===== config.mk =====
export PLATFORM = sky130hd
export DESIGN_NAME = denormalize_stream
export DESIGN_NICKNAME = d
export VERILOG_FILES = /design/src/rtl/dst_pkg.sv /design/src/rtl/denorm_elem.sv /design/src/rtl/denormalize_stream.sv
export SDC_FILE = /design/constraint.sdc
export NUM_CORES = 1
export LEC_CHECK = 0
export BUFFER_PORTS_ARGS = -buffer_cell sky130_fd_sc_hd__buf_2
export CAP_MARGIN = 20
export CORE_MARGIN = 10
export CORE_UTILIZATION = 43
export CTS_CLUSTER_SIZE = 25
export DETAILED_ROUTE_END_ITERATION = 8
export PLACE_DENSITY = 0.68
export RECOVER_POWER = 50
export SYNTH_ARGS = -nofsm -noshare
export SYNTH_HDL_FRONTEND = slang
export SYNTH_HIERARCHICAL = 1
export SYNTH_SLANG_ARGS = --single-unit

===== constraint.sdc =====
create_clock -name clk -period 24.3 [get_ports clk]
set_input_delay 2.43 -clock clk [delete_from_list [all_inputs] [get_ports clk]]
set_output_delay 2.43 -clock clk [all_outputs]
set_load 0.01 [all_outputs]

===== src/rtl/dst_pkg.sv =====
// Shared defaults and FSM state encoding for the denormalize_stream slice.
package dst_pkg;
  localparam int DST_IN_W  = 16;
  localparam int DST_OUT_W = 24;
  localparam int DST_SHIFT = 14;

  typedef enum logic [0:0] {
    ST_FILL = 1'b0,
    ST_HOLD = 1'b1
  } dst_state_e;
endpackage


===== src/rtl/denorm_elem.sv =====
// One coefficient scaled by 2^SHIFT and reduced to OUT_W bits.
// DENORM_SAT_EN selects saturation with a clip flag; otherwise the result wraps.
module denorm_elem
  import dst_pkg::*;
#(
  parameter int IN_W  = DST_IN_W,
  parameter int OUT_W = DST_OUT_W,
  parameter int SHIFT = DST_SHIFT
) (
  input  logic signed [IN_W-1:0]  i_x,
  output logic signed [OUT_W-1:0] o_y,
  output logic                    o_clip
);
  localparam int WW = IN_W + SHIFT;

  logic signed [WW-1:0] w_wide;
  assign w_wide = {i_x, {SHIFT{1'b0}}};

  generate
    if (WW > OUT_W) begin : g_reduce
`ifdef DENORM_SAT_EN
      // Value fits only when every bit above the OUT_W sign bit copies it.
      logic [WW-OUT_W:0] w_top;
      logic              w_ovf;
      assign w_top  = w_wide[WW-1:OUT_W-1];
      assign w_ovf  = ~((&w_top) | ~(|w_top));
      assign o_clip = w_ovf;
      always_comb begin
        if (w_ovf) begin
          o_y = w_wide[WW-1] ? {1'b1, {(OUT_W-1){1'b0}}} : {1'b0, {(OUT_W-1){1'b1}}};
        end else begin
          o_y = w_wide[OUT_W-1:0];
        end
      end
`else
      assign o_y    = w_wide[OUT_W-1:0];
      assign o_clip = 1'b0;
`endif
    end else begin : g_extend
      assign o_y    = OUT_W'(w_wide);
      assign o_clip = 1'b0;
    end
  endgenerate
endmodule


===== src/rtl/denormalize_stream.sv =====
// Collects four rows into a scaled 4x4 block and presents it with a valid/ready handshake.
// Optional saturation is enabled by defining DENORM_SAT_EN.
module denormalize_stream
  import dst_pkg::*;
#(
  parameter int IN_W  = DST_IN_W,
  parameter int OUT_W = DST_OUT_W,
  parameter int SHIFT = DST_SHIFT
) (
  input  logic                    clk,
  input  logic                    rst,
  input  logic                    in_valid,
  output logic                    in_ready,
  input  logic signed [IN_W-1:0]  in_row    [0:3],
  output logic                    out_valid,
  input  logic                    out_ready,
  output logic signed [OUT_W-1:0] out_block [0:3][0:3],
  output logic                    out_sat
);
  dst_state_e              r_state;
  logic [1:0]              r_cnt;
  logic                    r_sat;
  logic signed [OUT_W-1:0] r_block [0:3][0:3];

  logic signed [OUT_W-1:0] w_elem [0:3];
  logic [3:0]              w_clip;
  logic                    w_accept;
  logic                    w_release;

  generate
    for (genvar c = 0; c < 4; c++) begin : g_col
      denorm_elem #(
        .IN_W (IN_W),
        .OUT_W(OUT_W),
        .SHIFT(SHIFT)
      ) u_elem (
        .i_x   (in_row[c]),
        .o_y   (w_elem[c]),
        .o_clip(w_clip[c])
      );
    end
  endgenerate

  assign w_accept  = in_valid && (r_state == ST_FILL);
  assign w_release = out_ready && (r_state == ST_HOLD);

  // The row counter wraps 3 -> 0 on the fourth row, so it already reads 0 in HOLD.
  always_ff @(posedge clk or posedge rst) begin
    if (rst) begin
      r_state <= ST_FILL;
      r_cnt   <= 2'd0;
      r_sat   <= 1'b0;
      for (int r = 0; r < 4; r++) begin
        for (int c = 0; c < 4; c++) begin
          r_block[r][c] <= '0;
        end
      end
    end else if (w_accept) begin
      for (int c = 0; c < 4; c++) begin
        r_block[r_cnt][c] <= w_elem[c];
      end
      r_cnt <= r_cnt + 2'd1;
      r_sat <= r_sat | (|w_clip);
      if (r_cnt == 2'd3) begin
        r_state <= ST_HOLD;
      end
    end else if (w_release) begin
      r_state <= ST_FILL;
      r_sat   <= 1'b0;
    end
  end

  assign in_ready  = (r_state == ST_FILL);
  assign out_valid = (r_state == ST_HOLD);
  assign out_sat   = r_sat;
  assign out_block = r_block;
endmodule


==> summary by stage, run 1 <==
Synthesis
The synthesized design contains approximately 390 register bits. In the post-synthesis netlist, the biggest area contributors are sky130_fd_sc_hd__dfrtp_1 (61%), sky130_fd_sc_hd__mux2_2 (17%), sky130_fd_sc_hd__mux2_4 (14%). The async set or reset register ratio after synthesis is 100%. Yosys instantiated no cell more often than sky130_fd_sc_hd__dfrtp_1. The synthesized design contains 0 enable-type register cells.

In the synthesized netlist, the cells that appear most often are sky130_fd_sc_hd__dfrtp_1 (388), sky130_fd_sc_hd__mux2_2 (236), sky130_fd_sc_hd__mux2_4 (149). The instance count of the mapped netlist is between 900 and 1,000. The dominant synthesized flop cell is sky130_fd_sc_hd__dfrtp_1.

For this run, the register share of the synthesized area comes to roughly 61%. The synthesized netlist occupies a cell area of roughly 16,000 sq um. The leading area contributor after synthesis is sky130_fd_sc_hd__dfrtp_1. The mean cell area of the mapped netlist is between 15 and 20 sq um. During synthesis, Yosys emitted a total of 6 warnings. The count of cell types in the netlist is 15. The top-area cell type share of the netlist area is between 60% and 70%.

CTS
The maximum count of clock buffers along a single path is 3. The clock buffer count from CTS is 42. After clock tree synthesis, the setup repair step added 0 buffers. Clock-pin slew was measured on the worst setup and hold paths at roughly 60 ps. For the worst-skew pair, the clock arrives at the later sink with an insertion delay of about 550 ps. Clock tree synthesis found a total of 388 sinks. TritonCTS built the clock tree. The number of gates resized after CTS was 0. The deepest level of the CTS H-tree is 2. For this design, the CTS-stage hold fixing added 0 buffers. The root cell of the clock tree is sky130_fd_sc_hd__clkbuf_16.

GRT
Global routing consumed, over all layers together, around 17% of the routing resources. The number of antenna violations at the first check in global routing is 0. The number of global-route vias before repair came to 9,437. The pin count of the biggest net entering global routing is around 130. The remaining global-route overflow is 0. The first global-routing pass estimated between 50 and 60 mm of wire.

Placement
Port buffering added 430 buffers. Summed over all nets, the half-perimeter wirelength after detailed placement is between 20 and 30 mm. The final weighted congestion of routability-driven global placement is a little over 0.7. At the placement stage, the worst setup path has a slack of slightly below 20,000 ps.

Timing
Setup violations remaining at the end of the flow were counted as 0. The slack of the critical path is about 17,000 ps. On the final layout, the worst clock skew is 16.9 ps.

The shortest clock period the worst path allows after layout is 7050 ps. Setup repair after global routing left no endpoint under its margin. The headroom to the max-slew limit is -271%. The hold violation total from the final report is 0. For this run, the top clock speed supported by timing is 142 MHz. The final worst-path cycle share is 29.0%. The transition at the pin with the smallest max-transition slack is approximately 5500 ps.

The final setup TNS is 0 ps. The number of max-slew violations in the final report came to between 300 and 400.

Min path
Counting instances, the worst hold path has a depth of 1. The end point of the most critical hold path is out_block[226]$_DFFE_PP0P_. The hold path startpoint is out_block[226]$_DFFE_PP0P_.

The class of the worst hold path is reg2reg.

Power
The worst-case vdd ir drop is between 0.00008 and 0.00009 V. The switching share of total power is about a third. The internal power of the cells totals approximately 1.9 mW.

The share of total power in sequential cells is between 40% and 50%. The net switching power figure is ~1 mW. The power density normalized to cell area is about 160 nW/um^2. The cell leakage power is roughly 8.7 nW. Of the total power, combinational logic draws between 30% and 40%.

Of the total power, the clock network draws between 20% and 30%.

Critical path
Data on the critical path arrives at its endpoint at 7660 ps. The setup slack on the worst flop-to-flop path is between 15,000 and 20,000 ps. Counting both buffers and inverters, the worst setup path holds a total of 4. Traced cell by cell, the critical path runs through buf_2, clkinvlp_2, buf_4, buf_4. The largest single stage delay on the critical path is 3030 ps. Among cell families on the critical path, the largest total delay comes from buffers and inverters. The worst-path maximum fanout is around 130. The kind of critical path is in2async. STA classifies the critical path endpoint as an async pin.

The critical path crosses 4 cells after its start point. Measured in cells, the most critical reg-to-reg path has a length of 5. The worst register-to-register path ends at out_block[284]$_DFFE_PP0P_. Counting stages on the worst path, the most repeated cell is sky130_fd_sc_hd__buf_4. At the worst endpoint, the required time is 24,910 ps. In this run the critical register-to-register path is launched from r_cnt[0]$_DFFE_PP0P_.

STA classifies the critical path startpoint as an input pin. The critical path's slowest cell is sky130_fd_sc_hd__clkinvlp_2.

Layout
In the final layout, the share of cells above drive strength 1 is approximately two fifths. The area taken by flip-flops and latches is roughly 9700 sq um. The area of the multi-input gates is between 5000 and 6000 sq um.

The total inserted antenna cells is 0. The net total in the final layout is between 1,000 and 1,500. The number of filler instances in the final layout is about 3,200. From synthesis to final layout, the design area changed by 16.9%.

Floorplan
During I/O placement, the number of pins put on the boundary was between 400 and 500. The die footprint is between 40,000 and 50,000 sq um. The floorplan step set the die height to between 200 and 250 um.

The core region area is around 37,000 sq um. After floorplanning, the core was divided into 70 placement rows. The horizontal die dimension is between 200 and 250 um.

Once the floorplan was initialized, standard cells occupied 43.5% of the core.

Run status
The checks that failed: capacitance limit, slew limit. The flow ran to the end, but the final reports show violations.

Route
The routed layout has 8,787 vias. The mean routed wirelength per cell is between 20 and 25 um. The remaining antenna violation count is 0. The first detailed-routing pass took 4 iterations.

The via density per instance is approximately 4.8. The count of unresolved DRC violations after routing is 0. The DRC marker count from the first detailed-route iteration is around 420. The total wire length after detailed routing is just under 40 mm.

Job
The number of violations of the max-capacitance limit is 6.
==> flip-flops by register name, indices dropped and copies added (netlist names) <==
name       cells
out_block    384
out_sat        1
out_valid      1
r_cnt          2
==> area by class of cell <==
type / count / area share (%)
well taps: 468 / 3.15
clock inverters: 10 / 0.458
clock buffers: 65 / 6.83
flip-flops and latches: 388 / 52.3
repair buffers: 440 / 10.0
multi-input cells: 459 / 27.1
inverters: 4 / 0.0876
==> stage by stage <==
step           cells  utilization [%]  hold WS [ps]  instance area (sq um)  power [mW]
6_report        1834             50.8           490                  18600        2.90
5_1_grt         1834             50.8           509                  18600        3.07
4_1_cts         1834             52.5           500                  19200        3.05
3_5_place_dp    1759             48.8           487                  17800        2.40
3_3_place_gp    1759             48.8           482                  17800        2.37
2_1_floorplan    992                -           498                  16100        1.89
==> cell families after synthesis <==
group	synth area share, %
AOI/OAI and AO/OA	0.126
xor gates and xnor gates	0.0552
adders and majority gates	0.315
buffers and inverters	6.88
DFF	61.1
muxes	30.8
other	0.0945
and+or+nand+nor	0.583
==> power by group through the flow <==
stage | sequential (mW) | combinational (mW) | clock (mW)
floorplan | 1.31 | 0.586 | 0
global placement | 1.14 | 1.23 | 0
detailed placement | 1.16 | 1.25 | 0
CTS | 1.16 | 1.25 | 0.643
global route | 1.20 | 1.20 | 0.666
finish | 1.16 | 1.11 | 0.623
==> cells in the final DEF (no fill, tap or decap), drive strengths merged <==
master / netlist / routed
a21bo: 1 / 1
buf: 141 / 157
bufinv: 0 / 1
clkbuf: 0 / 348
clkinv: 0 / 7
clkinvlp: 0 / 2
conb: 4 / 60
dfrtp: 388 / 388
ha: 4 / 4
inv: 4 / 4
mux2: 385 / 385
nand2b: 1 / 1
nand3b: 4 / 4
nor4: 1 / 1
o21ai: 2 / 2
xnor2: 1 / 1
==> worst max path at each step <==
| stage | startpoint | endpoint | slack, ps |
|---|---|---|---|
| 6_report | rst | out_block[255]$_DFFE_PP0P_ | 17250 |
| 4_1_cts | rst | out_block[158]$_DFFE_PP0P_ | 19890 |
| 3_3_place_gp | rst | out_block[158]$_DFFE_PP0P_ | 19340 |
| 3_5_place_dp | rst | out_block[158]$_DFFE_PP0P_ | 19270 |
| 5_1_grt | rst | out_block[158]$_DFFE_PP0P_ | 16260 |
| 2_1_floorplan | rst | out_block[0]$_DFFE_PP0P_ | 11090 |
==> metal layers <==
layer | share of wire, % | global-route usage [%]
met5 | 0 | 0
met4 | 2.6 | 6.25
met3 | 9.2 | 6.42
met2 | 46 | 26.8
met1 | 42 | 21.3
==> worst reg2reg max path, cell delays in order, from the launching register on <==
cell	delay [ps]
sky130_fd_sc_hd__dfrtp_1	430
sky130_fd_sc_hd__ha_1	220
sky130_fd_sc_hd__nand3b_1	940
sky130_fd_sc_hd__clkbuf_1	1860
sky130_fd_sc_hd__buf_4	860
sky130_fd_sc_hd__mux2_2	470
Power figures use the tool's default switching activity.
==> run 2, diff against run 1 <==
Settings changed: ABC_AREA set to 1, PLACE_DENSITY 0.68 to 0.7.
Clock period 24.3 ns to 6.2 ns, I/O delays scaled along.
==> run 2 against run 1 <==
- the flow still finishes with violations (capacitance limit, slew limit)
- global-route usage is 5.6 points higher
- cell count is 45% higher
- worst setup slack worse by 15000 ps
- power grew to 4.0 times the previous value
- critical endpoint is now out_block[232]$_DFFE_PP0P_
- largest cell class unchanged
==> summary by stage, run 2 <==
Critical path
The terminus of the critical flop-to-flop path is out_block[66]$_DFFE_PP0P_. The data arrival time of the critical path is 4670 ps (-2990 ps). The worst setup path is launched from an input pin. In this run the worst setup path begins at in_valid. The category of cells accounting for the largest share of critical-path delay is buffers and inverters.

The maximum cell stage delay along the critical path is 2080 ps (-950 ps). The worst path required time is 6620 ps (-18,290 ps). The combined buffer and inverter count along the critical path came to 2 (-2).

The critical path goes through clkbuf_2, nand3_4, buf_4, nand2_1, nand2_1. The cell count of the worst reg-to-reg path is 5 (unchanged). By instance count, the cell type seen most on the critical path is sky130_fd_sc_hd__nand2_1. The worst flop-to-flop path startpoint is out_valid$_DFFE_PP0P_. The worst-path maximum fanout is 143 (+13%). The setup slack on the worst flop-to-flop path is 3110 ps (-16,300 ps). The critical path's slowest cell is sky130_fd_sc_hd__clkbuf_2. The worst setup path is of the in2reg kind. The kind of end point of the critical path is a flip-flop.

CTS
The clock sink count is 388 (unchanged). The maximum count of clock buffers along a single path was 3 (unchanged). The clock latency at the later pin of the worst-skew pair is 560 ps (about the same).

The setup fix buffers added after clock tree synthesis is 0 (unchanged). Clock tree synthesis selected as its root buffer the cell sky130_fd_sc_hd__clkbuf_16. The post-CTS resize count is 0 (unchanged).

The register clock-pin slew on the reported worst setup and hold paths is 60 ps (about the same). The clock buffer count from CTS is 42 (unchanged). The deepest level of the CTS H-tree is 2 (unchanged). The clock tree from TritonCTS is built. The count of hold-fix buffers inserted at cts was 0 (unchanged).

Route
The remaining antenna violation count came to 0 (unchanged). The DRC marker count from the first detailed-route iteration is 1,591 (+280%). The mean routed wirelength per cell is 21.0 um (-2.9%).

The count of unresolved DRC violations after routing is 0 (unchanged). The detailed-routing iteration count for the pre-antenna-repair pass is 8 (+4). The via total after detailed routing is 14,600 (+67%).

The via density per instance is 5.50 (+15%). The total wire length after detailed routing is 56.0 mm (+41%).

Power
The cell leakage power is 10.3 nW (+19%). The post-route total power came to 11.6 mW (+300%). The power density normalized to cell area is 590 nW/um^2 (+280%). The worst-case vdd ir drop is 0.000288 V (+240%).

Timing
The headroom to the max-slew limit is -108% (+160 points). The shortest clock period the worst path allows after layout is 4250 ps. The hold violation total from the final report is 0 (unchanged). The number of max-slew violations in the final report came to 451 (+37%). The final setup TNS is 0 ps (unchanged).

The transition at the pin with the smallest max-transition slack is 3110 ps (-2420 ps). The total of endpoints with negative setup slack in the final report came to 0 (unchanged). The final worst-path cycle share is between 60 and 70%. Static timing analysis puts the maximum clock frequency at 235 MHz.

The clock tree skew after final layout is 11.9 ps (-5.02 ps). Setup repair after global routing left no endpoint under its margin.

Placement
The sum of net half-perimeters after detailed placement is 34.2 mm (+25%). The number of placed cells counting well taps is 2,593 (+47%). The final weighted congestion of routability-driven global placement is 0.853 (+19%).

The count of input and output buffers came to 430 (unchanged).

Synthesis
The commonest cells after synthesis are sky130_fd_sc_hd__nand2_1 (776), sky130_fd_sc_hd__dfrtp_1 (388), sky130_fd_sc_hd__nand4_1 (384). The number of synthesized flops with an enable pin came to 0 (unchanged). The instance count of the mapped netlist is 1,841 (+97%). The mean cell area of the mapped netlist is 9.13 sq um (-46%). The async set or reset register ratio after synthesis was 100% (unchanged). By instance count, the leading cell after synthesis is sky130_fd_sc_hd__nand2_1. The fraction of the yosys area taken by sequential cells is 57.8% (-3.4 points). The number of storage elements in the synthesis netlist is 388 (unchanged). The netlist area before placement is 16,800 sq um (+5.8%).

The Yosys warning count was 6 (unchanged). Sorting the synthesized cells by area gives the leading types as sky130_fd_sc_hd__dfrtp_1 (58%), sky130_fd_sc_hd__nand2_1 (17%), sky130_fd_sc_hd__nand4_1 (14%). Summed over all instances, the cell type with the most area after synthesis is sky130_fd_sc_hd__dfrtp_1. The top-area cell type share of the netlist area is 57.8% (-3.4 points). The count of cell types in the netlist is 15 (unchanged).

Among all flip-flop cells after synthesis, the most frequent one is sky130_fd_sc_hd__dfrtp_1.

GRT
The pin count of the biggest net entering global routing was 180 (+42%). The global-route wire length before repair is 86.0 mm (+45%). The number of antenna violations at the first check in global routing came to 1 (+1). The number of global-route vias before repair is 14,400 (+52%). The remaining global-route overflow is 0 (unchanged). The global-route usage over all layers is 22.8% (+5.6 points).

Floorplan
The number of rows in the core area is 72 (+2.9%). The I/O pin count is 455 (unchanged). The core region area is 38,600 sq um (+5.8%). The die boundary height was 218 um (+2.6%). The die footprint is 47,400 sq um (+5.3%). The starting density of the core is 43.5% (about the same). The horizontal die dimension came to 218 um (+2.6%).

Layout
The flip-flop count of the largest register after layout is 384 (unchanged). The total inserted antenna cells was 0 (unchanged). The post-layout utilization of the core is 50.7% (-0.12 points). The area added between synthesis and finish is 16.6%. The most common cell after layout, fill and taps aside is sky130_fd_sc_hd__nand2_1. The net total in the final layout came to 2,191 (+56%). The share of final-layout standard cells stronger than drive strength 1 is 12.4% (-28 points). The filler-free cell count of the finished design is 2,665 (+45%). In the layout the commonest cells are sky130_fd_sc_hd__nand2_1 (776), sky130_fd_sc_hd__dfrtp_1 (388), sky130_fd_sc_hd__nand4_1 (384), sky130_fd_sc_hd__clkbuf_1 (263), sky130_fd_sc_hd__buf_2 (174).

Job
The number of violations of the max-capacitance limit came to 5 (-1).

Min path
The class of the worst hold path is in2async.

Run status
The run finished, with violations left. The checks that failed: capacitance limit, slew limit.
-- run 2: cell types whose count changed after synthesis, sizes merged, moves of 4 or more --
cell	delta
nand4	+384
nand3	+4
nand3b	-4
buf	+95
nand2	+776
clkbuf	+34
mux2	-385
-- run 2: logic make-up after synthesis --
kind of cell	share of synthesized area (%)
fa+ha+maj	0.298
buf+inv	9.85
flops	57.8
other cells	0.0893
compound gates	0.0893
simple gates	31.9
-- run 2: metrics by stage --
stage | hold WS (ps) | instance area, sq um | setup WS [ps]
2_1_floorplan | 506 | 17000 | 362
3_3_place_gp | 450 | 18500 | 3200
3_5_place_dp | 453 | 18500 | 3160
4_1_cts | 98.9 | 20000 | 3180
5_1_grt | 273 | 19600 | 1650
6_report | 234 | 19600 | 1950
-- run 2: how the worst max path moves through the flow --
stage,slack [ps],end,depth (start not counted)
final,1950,out_block[232]$_DFFE_PP0P_,5
after floorplan,360,out_block[0]$_DFFE_PP0P_,1
after global placement,3200,out_block[377]$_DFFE_PP0P_,5
after detailed placement,3160,out_block[259]$_DFFE_PP0P_,5
after CTS,3180,out_block[259]$_DFFE_PP0P_,5
after global routing,1650,out_block[232]$_DFFE_PP0P_,5
-- run 2: worst reg2reg max path: stages, from the launching register on --
cell and delay [ps]:
sky130_fd_sc_hd__dfrtp_1 480, sky130_fd_sc_hd__inv_8 510, sky130_fd_sc_hd__buf_4 680, sky130_fd_sc_hd__buf_4 970
sky130_fd_sc_hd__nand4_1 250, sky130_fd_sc_hd__nand2_1 150
-- run 2: power by group --
| part | leakage [nW] | switching [mW] | total (mW) | internal (mW) |
|---|---|---|---|---|
| sequential | 4.87 | 0.682 | 4.37 | 3.69 |
| combinational | 4.66 | 3.18 | 4.45 | 1.27 |
| clock | 0.745 | 1.02 | 2.74 | 1.72 |
-- run 2: cell type report --
cell class	count	area [sq um]
repair buffers	448	1970
clock inverters	15	279
fillers	3695	19000
multi-input cells	1234	5740
clock buffers	57	1230
flip-flops and latches	388	9710
inverters	5	27.5
well taps	518	648
-- run 2: layer usage --
metal / vias up / share of wire [%] / GRT usage (%)
met5: - / 0.023 / 0
li1: 6624 / - / -
met3: 104 / 10 / 7.24
met1: 7251 / 40 / 29.1
met4: 2 / 2.9 / 7.36
met2: 665 / 47 / 36.1
